File: src/rtl/stream_to_sdram_writer_pkg.sv
// Shared types and constants for the SDRAM frame writer.
// Address field layout matches the SDRAM-to-VGA read path.
package stream_to_sdram_writer_pkg;

    typedef enum logic [2:0] {
        ST_IDLE   = 3'd0,
        ST_PACK_U = 3'd1,
        ST_PACK_L = 3'd2,
        ST_WRITE  = 3'd3,
        ST_DONE   = 3'd4
    } state_t;

    localparam int ADDR_W    = 25;
    localparam int FRAME_W   = 6;
    localparam int LINE_W    = 10;
    localparam int WORD_W    = 9;
    localparam int PIX_W     = 8;
    localparam int DATA_W    = 16;

    localparam int FRAME_MSB = 24;
    localparam int LINE_LSB  = 9;
    localparam int WORD_LSB  = 0;
    localparam int FRAME_LSB = LINE_LSB + LINE_W;

    localparam int DEF_LINES          = 1024;
    localparam int DEF_WORDS_PER_LINE = 512;

    function automatic logic [ADDR_W-1:0] mk_addr(
        input logic [FRAME_W-1:0] frame,
        input logic [LINE_W-1:0]  line,
        input logic [WORD_W-1:0]  word
    );
        return {frame, line, word};
    endfunction

endpackage

File: src/rtl/stream_to_sdram_writer.sv
// Packs an 8-bit pixel stream into 16-bit words and writes one frame
// into SDRAM through an Avalon-style write master.
module stream_to_sdram_writer
    import stream_to_sdram_writer_pkg::*;
#(
    parameter int LINES          = DEF_LINES,
    parameter int WORDS_PER_LINE = DEF_WORDS_PER_LINE
) (
    input  logic                iCLK,
    input  logic                iRST_N,
    input  logic                iSTART,
    input  logic [FRAME_W-1:0]  iFRAME_ID,
    input  logic                iABORT,
    input  logic [PIX_W-1:0]    iPIX_DATA,
    input  logic                iPIX_VALID,
    output logic                oPIX_READY,
    output logic                oWR_EN,
    output logic [ADDR_W-1:0]   oWR_ADDR,
    output logic [DATA_W-1:0]   oWR_DATA,
    input  logic                iWAIT_REQUEST,
    output logic                oBUSY,
    output logic                oDONE
);

    localparam logic [WORD_W-1:0] WORD_LAST = WORD_W'(WORDS_PER_LINE - 1);
    localparam logic [LINE_W-1:0] LINE_LAST = LINE_W'(LINES - 1);

    state_t              r_state;
    state_t              w_next;
    logic [FRAME_W-1:0]  r_frame;
    logic [LINE_W-1:0]   r_line;
    logic [WORD_W-1:0]   r_word;
    logic [DATA_W-1:0]   r_data;
    logic                r_pix_ready;
    logic                r_wr_en;

    logic                w_accept;
    logic                w_take_u;
    logic                w_take_l;
    logic                w_start;
    logic                w_last_word;
    logic                w_last_line;

    assign w_accept    = (r_state == ST_WRITE) && !iWAIT_REQUEST;
    assign w_take_u    = (r_state == ST_PACK_U) && iPIX_VALID
                         && r_pix_ready && !iABORT;
    assign w_take_l    = (r_state == ST_PACK_L) && iPIX_VALID
                         && r_pix_ready && !iABORT;
    assign w_start     = (r_state == ST_IDLE) && iSTART && !iABORT;
    assign w_last_word = (r_word == WORD_LAST);
    assign w_last_line = (r_line == LINE_LAST);

    always_comb begin
        w_next = r_state;
        unique case (r_state)
            ST_IDLE: begin
                if (w_start) w_next = ST_PACK_U;
            end
            ST_PACK_U: begin
                if (iABORT)        w_next = ST_IDLE;
                else if (w_take_u) w_next = ST_PACK_L;
            end
            ST_PACK_L: begin
                if (iABORT)        w_next = ST_IDLE;
                else if (w_take_l) w_next = ST_WRITE;
            end
            ST_WRITE: begin
                // An issued write is never withdrawn, even on abort.
                if (w_accept) begin
                    if (iABORT)
                        w_next = ST_IDLE;
                    else if (w_last_word && w_last_line)
                        w_next = ST_DONE;
                    else
                        w_next = ST_PACK_U;
                end
            end
            ST_DONE: w_next = ST_IDLE;
            default: w_next = ST_IDLE;
        endcase
    end

    always_ff @(posedge iCLK or negedge iRST_N) begin
        if (!iRST_N) begin
            r_state     <= ST_IDLE;
            r_pix_ready <= 1'b0;
            r_wr_en     <= 1'b0;
        end else begin
            r_state     <= w_next;
            r_pix_ready <= (w_next == ST_PACK_U) || (w_next == ST_PACK_L);
            r_wr_en     <= (w_next == ST_WRITE);
        end
    end

    always_ff @(posedge iCLK or negedge iRST_N) begin
        if (!iRST_N) begin
            r_frame <= '0;
            r_line  <= '0;
            r_word  <= '0;
        end else if (w_start) begin
            r_frame <= iFRAME_ID;
            r_line  <= '0;
            r_word  <= '0;
        end else if (w_accept && !iABORT) begin
            if (!w_last_word) begin
                r_word <= r_word + 1'b1;
            end else if (!w_last_line) begin
                r_word <= '0;
                r_line <= r_line + 1'b1;
            end
        end
    end

    // First byte of a pair lands in the upper half of the word.
    always_ff @(posedge iCLK or negedge iRST_N) begin
        if (!iRST_N) begin
            r_data <= '0;
        end else if (w_take_u) begin
            r_data[15:8] <= iPIX_DATA;
        end else if (w_take_l) begin
            r_data[7:0] <= iPIX_DATA;
        end
    end

    assign oPIX_READY = r_pix_ready;
    assign oWR_EN     = r_wr_en;
    assign oWR_ADDR   = mk_addr(r_frame, r_line, r_word);
    assign oWR_DATA   = r_data;
    assign oBUSY      = (r_state != ST_IDLE);
    assign oDONE      = (r_state == ST_DONE);

endmodule
File: config.mk
export PLATFORM = sky130hd
export DESIGN_NAME = stream_to_sdram_writer
export DESIGN_NICKNAME = d
export VERILOG_FILES = /design/src/rtl/stream_to_sdram_writer_pkg.sv /design/src/rtl/stream_to_sdram_writer.sv
export SDC_FILE = /design/constraint.sdc
export NUM_CORES = 1
export LEC_CHECK = 0
export CORE_AREA = 5 5 67 81
export CTS_CLUSTER_SIZE = 8
export DETAILED_ROUTE_END_ITERATION = 16
export DIE_AREA = 0 0 72 86
export HOLD_SLACK_MARGIN = 0.08
export PLACE_DENSITY = 0.86
export SYNTH_ARGS = -nofsm -noshare
export SYNTH_HDL_FRONTEND = slang
export SYNTH_SLANG_ARGS = --single-unit
export TNS_END_PERCENT = 50
File: constraint.sdc
create_clock -name iCLK -period 4.96 [get_ports iCLK]
set_input_delay 1.488 -clock iCLK [delete_from_list [all_inputs] [get_ports iCLK]]
set_output_delay 1.488 -clock iCLK [all_outputs]
set_load 0.02 [all_outputs]
; After elaboration in Yosys (flattened, before gate mapping)
; Cells that the tools add are included.
[op_classes]
n_addsub = 2
n_eq_ne = 11
mux = 17
n_bitwise = 1
reduce_logical = 21
[ops]
columns = cell, count
row1 = 2-to-1 mux 10 bit, 4
row2 = 2-to-1 mux 9 bit, 4
row3 = 2-to-1 mux 3 bit, 8
row4 = "equality test 3 x 2 -> 1 bit, second input constant", 4
row5 = one-hot mux 3 bit (4 select lines), 1
row6 = logical AND 1 bit, 11
row7 = "adder 10 x 1 -> 10 bit, second input constant", 1
row8 = "equality test 10 bit, second input constant", 1
row9 = "adder 9 x 1 -> 9 bit, second input constant", 1
row10 = "equality test 9 bit, second input constant", 1
row11 = "equality test 3 x 1 -> 1 bit, second input constant", 2
row12 = AND reduction 2 bit, 2
row13 = nonzero test 2 bit, 2
row14 = "equality test 3 bit, second input constant", 1
row15 = zero test 3 bit, 1
row16 = "!= test 3 bit, second input constant", 1
row17 = AND reduction 3 bit, 1
row18 = nonzero test 3 bit, 1
row19 = zero test 1 bit, 2
row20 = "!= test 2 bit, second input constant", 1
row21 = logical OR 1 bit, 1
row22 = inverter 1 bit, 1
[totals]
reg_bits = 46
input_bits = 20
output_inout_bits = 45
elab_cells = 60

; Longest topological paths before layout
[depth]
ltp_word = 9
ltp_mapped = 10
depth_no_buf = 9

; Worst setup path before layout
; No wires, ideal clock.
[synth_timing]
kind = in2reg
from = in iABORT
to = reg r_word[7]
arrival_time_ns = 2.510
path_slack_ns = 2.363
cell_stages = 4
path_buffers = 0
cell_sequence = nand4bb_1 -> or3_1 -> or4_1 -> o211ai_1
[synth_via]
elab_chain_len = 4
[synth_rtl]
columns = item, line
row1 = from (decl), stream_to_sdram_writer.sv:13  ; input logic iABORT,
row2 = zero test 1 bit (*), "stream_to_sdram_writer.sv:49, stream_to_sdram_writer.sv:104"
row3 = logical AND 1 bit (on tied branches), "stream_to_sdram_writer.sv:49, stream_to_sdram_writer.sv:104"
row4 = != test 3 bit (no source line) / nonzero test 2 bit (equally long branches), n/a
row5 = AND reduction 2 bit (no source line), n/a
row6 = to (signal assigned), stream_to_sdram_writer.sv:106  ; r_word <= r_word + 1'b1;
row7 = to (decl), stream_to_sdram_writer.sv:32  ; logic [WORD_W-1:0] r_word;
; Every way passes the cells marked *; elsewhere a longest branch is shown, timed or not.
; A chain may end at the register's enable or synchronous reset.

; Final worst setup path
[layout_timing]
from = reg r_state[1]
to = out oDONE
[layout_via]
elab_chain_len = 1
[layout_rtl]
columns = item, line
row1 = from (decl), stream_to_sdram_writer.sv:28  ; state_t r_state;
row2 = from (signal assigned), stream_to_sdram_writer.sv:89  ; r_state <= w_next;
row3 = equality test 3 bit, stream_to_sdram_writer.sv:130  ; assign oDONE = (r_state == ST_DONE);
row4 = to (decl), stream_to_sdram_writer.sv:22  ; output logic oDONE
; Every way passes these cells.

==> impl_results.rst <==
.. list-table::
   :header-rows: 1

   * - Metric
     - Value
   * - Overall power after layout
     - 1.13 mW
   * - Most frequent cell after synthesis
     - dfrtp_1
   * - Placer congestion estimate
     - 0.786
   * - Type of destination of the critical path
     - output pin
   * - CTS HTree Levels
     - 2
   * - Synth Cell Area
     - 2170 um2
   * - Setup repair after global routing missed its margin
     - false
   * - Top cell types by occurrence after synthesis
     - dfrtp_1, nand2_1, mux2_2
   * - Detailed-route DRC error count
     - 0
   * - Die Span Y
     - 86 um
   * - DP HPWL
     - 3.72 mm
   * - Number of cells produced by synthesis
     - 199
   * - Post-cts repair resize count
     - 0
   * - Number of max-slew violations in the final report
     - 0
   * - Critical path data arrival time
     - 1.62 ns
   * - Number of buffers between clock root and the deepest sink
     - 2
   * - Global-route congestion overflow total
     - 0
   * - Count of endpoints failing setup in the final report
     - 0
   * - Highest net fanout along the worst path
     - 8
   * - Type of origin of the critical path
     - flop
   * - Post-route antenna net violation count
     - 0
   * - Total number of vias
     - 1822
   * - Port Buffers
     - 64
   * - Hold Crit Class
     - reg -> reg
   * - Max-Cap Viols
     - 0
   * - Clock buffers created by TritonCTS
     - 5
   * - Top cells by area in the synthesized netlist
     - dfrtp_1, mux2_2, nand2_1
   * - Slew @ Worst Pin
     - 1.00 ns
   * - Leak pwr
     - 1.29 nW
   * - Layout-stage area growth over the synthesis result
     - 38.3%
   * - Yosys warning total
     - 0
   * - Share of synthesized area occupied by flip-flops and latches
     - 52.9%
   * - Standard cell core area
     - 4530 um2
   * - Initial antenna violation count
     - 0
   * - Post-synth top area share
     - 52.9%
   * - Number of cells traversed by the worst register-to-register path
     - 9
   * - Number of clock sinks
     - 46
   * - Capture point of the worst reg-to-reg path
     - r_line[7]$_DFFE_PN0P_
   * - Chip Width
     - 72 um
   * - Most used flip-flop cell after synthesis
     - dfrtp_1
   * - Average vias per placed instance
     - 5.61
   * - Standard-cell rows
     - 27
   * - Via count of the first global-routing pass
     - 1830
   * - Launch point of the worst reg-to-reg path
     - r_word[0]$_DFFE_PN0P_
   * - Post-CTS clock slew at the launch and capture registers of the worst setup and hold paths
     - 0.08 ns
   * - NumNets Final
     - 289
   * - Power density over the cells
     - 377 nW/um2
   * - Final design area excluding fillers
     - 3010 um2
   * - Final hold viol count
     - 0
   * - Max transition margin
     - 33.2%
   * - Endpoint, Worst Hold
     - r_frame[4]$_DFFE_PN0N_
   * - Setup Skew
     - 0.00698 ns
   * - Startpoint of the most critical hold path
     - r_frame[4]$_DFFE_PN0N_
   * - Cell chosen for the clock root
     - clkbuf_8
   * - Largest net degree at the start of global routing
     - 47
   * - Worst endpoint required time
     - 3.47 ns
   * - Number of cells on the worst hold path
     - 2
   * - Avg Synthesized Cell Area
     - 10.9 um2
   * - Library cells used by synthesis
     - 43
   * - Total of hold buffers inserted after clock tree synthesis
     - 0
   * - Share of async-settable or async-resettable flops after synthesis
     - 100%
   * - Global-route wire length before repair
     - 8.59 mm
   * - Worst setup path class
     - reg -> out
   * - GRT Total Usage
     - 17.5%
   * - Final Routed Wirelength
     - 5.18 mm
   * - Source-to-sink clock delay at the later pin of the worst-skew pair
     - 0.30 ns
   * - Post-Synthesis Net Count
     - 222
   * - Maximum VDD drop
     - 287 uV
   * - Number of antenna repair diodes
     - 0
   * - Detailed-router iteration count before antenna repair
     - 4
   * - Final worst-path cycle share
     - 62.6%
   * - Cell taking the most area after synthesis
     - dfrtp_1
   * - Placed Area
     - 2860 um2
   * - Postcts setup bufs
     - 0
   * - Iteration-0 DRC count of the detailed router
     - 134
   * - WHS
     - 0.486 ns
   * - Average wire per cell in the routed design
     - 15.9 um
   * - Number of enable flip-flop cells after synthesis
     - 0
   * - Achievable Freq
     - 322 MHz
   * - Crit path time final
     - 3.11 ns
   * - Fraction of layout instances using a drive strength above 1
     - 13.9%
   * - Post-synthesis register bit count
     - 46
   * - Final total negative setup slack
     - 0 ns
   * - Area enclosed by the die boundary
     - 6190 um2
   * - Top-level port count
     - 65
   * - Slack of the worst reg-to-reg path
     - 2.20 ns
   * - Clock tree from TritonCTS
     - built
   * - Effective utilization at floorplan
     - 48.0%
   * - Run status
     - finished, final reports clean
## state kept, by name (all words and copies together) (netlist names)
| register | cells |
|---|---|
| oPIX_READY | 1 |
| oWR_EN | 1 |
| r_line | 10 |
| r_frame | 6 |
| r_word | 9 |
| oWR_DATA | 16 |
| r_state | 3 |
## power breakdown
group | internal (mW) | switching, mW | leakage (nW)
sequential | 0.436 | 0.0382 | 0.617
combinational | 0.162 | 0.156 | 0.599
clock | 0.215 | 0.127 | 0.0714
## cells by family (layout without fill, tap and decap cells)
| kind of cell | after synthesis | count (layout) | synth area share (%) |
|---|---|---|---|
| and+or+nand+nor | 84 | 84 | 22.6 |
| DFF | 46 | 46 | 52.9 |
| AOI/OAI and AO/OA | 40 | 40 | 12.5 |
| muxes | 16 | 16 | 8.29 |
| buffers and inverters | 10 | 78 | 1.90 |
| adders and majority gates | 3 | 3 | 1.73 |
## how the worst max path moves through the flow
stage,to,slack (ns),startpoint,cells after the start
after floorplan,r_word[7]$_DFFE_PN0P_,2.36,iABORT,4
after global placement,r_line[7]$_DFFE_PN0P_,1.66,iABORT,5
after detailed placement,r_line[7]$_DFFE_PN0P_,1.60,iABORT,5
after CTS,oDONE,1.83,r_state[0]$_DFF_PN0_,2
after global routing,oDONE,1.74,r_state[0]$_DFF_PN0_,2
final,oDONE,1.85,r_state[1]$_DFF_PN0_,2
## worst max-delay path: stages (launching register included)
cell and delay (ns):
dfrtp_1 0.47, nor3b_1 0.20, clkdlybuf4s50_1 0.65
## layout by cell type, fill, tap and decap left out, types with 2 or more instances in the layout
| cell type | count |
|---|---|
| nand2_1 | 30 |
| o211ai_1 | 2 |
| nor3_1 | 8 |
| or3_1 | 7 |
| nand2b_1 | 3 |
| clkbuf_8 | 6 |
| mux2_2 | 16 |
| o21ai_0 | 12 |
| nand4_1 | 2 |
| nor2b_1 | 2 |
| nor2_1 | 6 |
| and3_1 | 5 |
| or4_1 | 2 |
| clkdlybuf4s50_1 | 63 |
| bufinv_16 | 2 |
| o21a_1 | 2 |
| dfrtp_1 | 46 |
| inv_1 | 6 |
| nand3_1 | 6 |
| ha_1 | 3 |
| a21oi_1 | 13 |
| nor4_1 | 2 |
## area by class of cell
type	count	area, um2
timing repair buffer	64	636
inverter	6	22.5
fill	362	1520
clock inverter	2	60.1
sequential	46	1150
clock buffer	6	82.6
tap	58	72.6
multi-input combinational	143	982
## routing by layer
layer	up-vias	track usage, %	wire (um)
met1	886	20.8	2050
met5	-	0	0
met4	0	7.86	124
met3	13	4.69	302
met2	60	29.4	2710
li1	863	-	-
## per-stage QoR
stage / util [%] / instances / setup slack [ns]
3_3_place_gp: 63.3 / 317 / 1.66
4_1_cts: 66.4 / 325 / 1.83
2_1_floorplan: - / 199 / 2.36
3_5_place_dp: 63.3 / 317 / 1.60
6_report: 66.4 / 325 / 1.85
5_1_grt: 66.4 / 325 / 1.74
No activity file was read; power rests on OpenSTA's default activity.
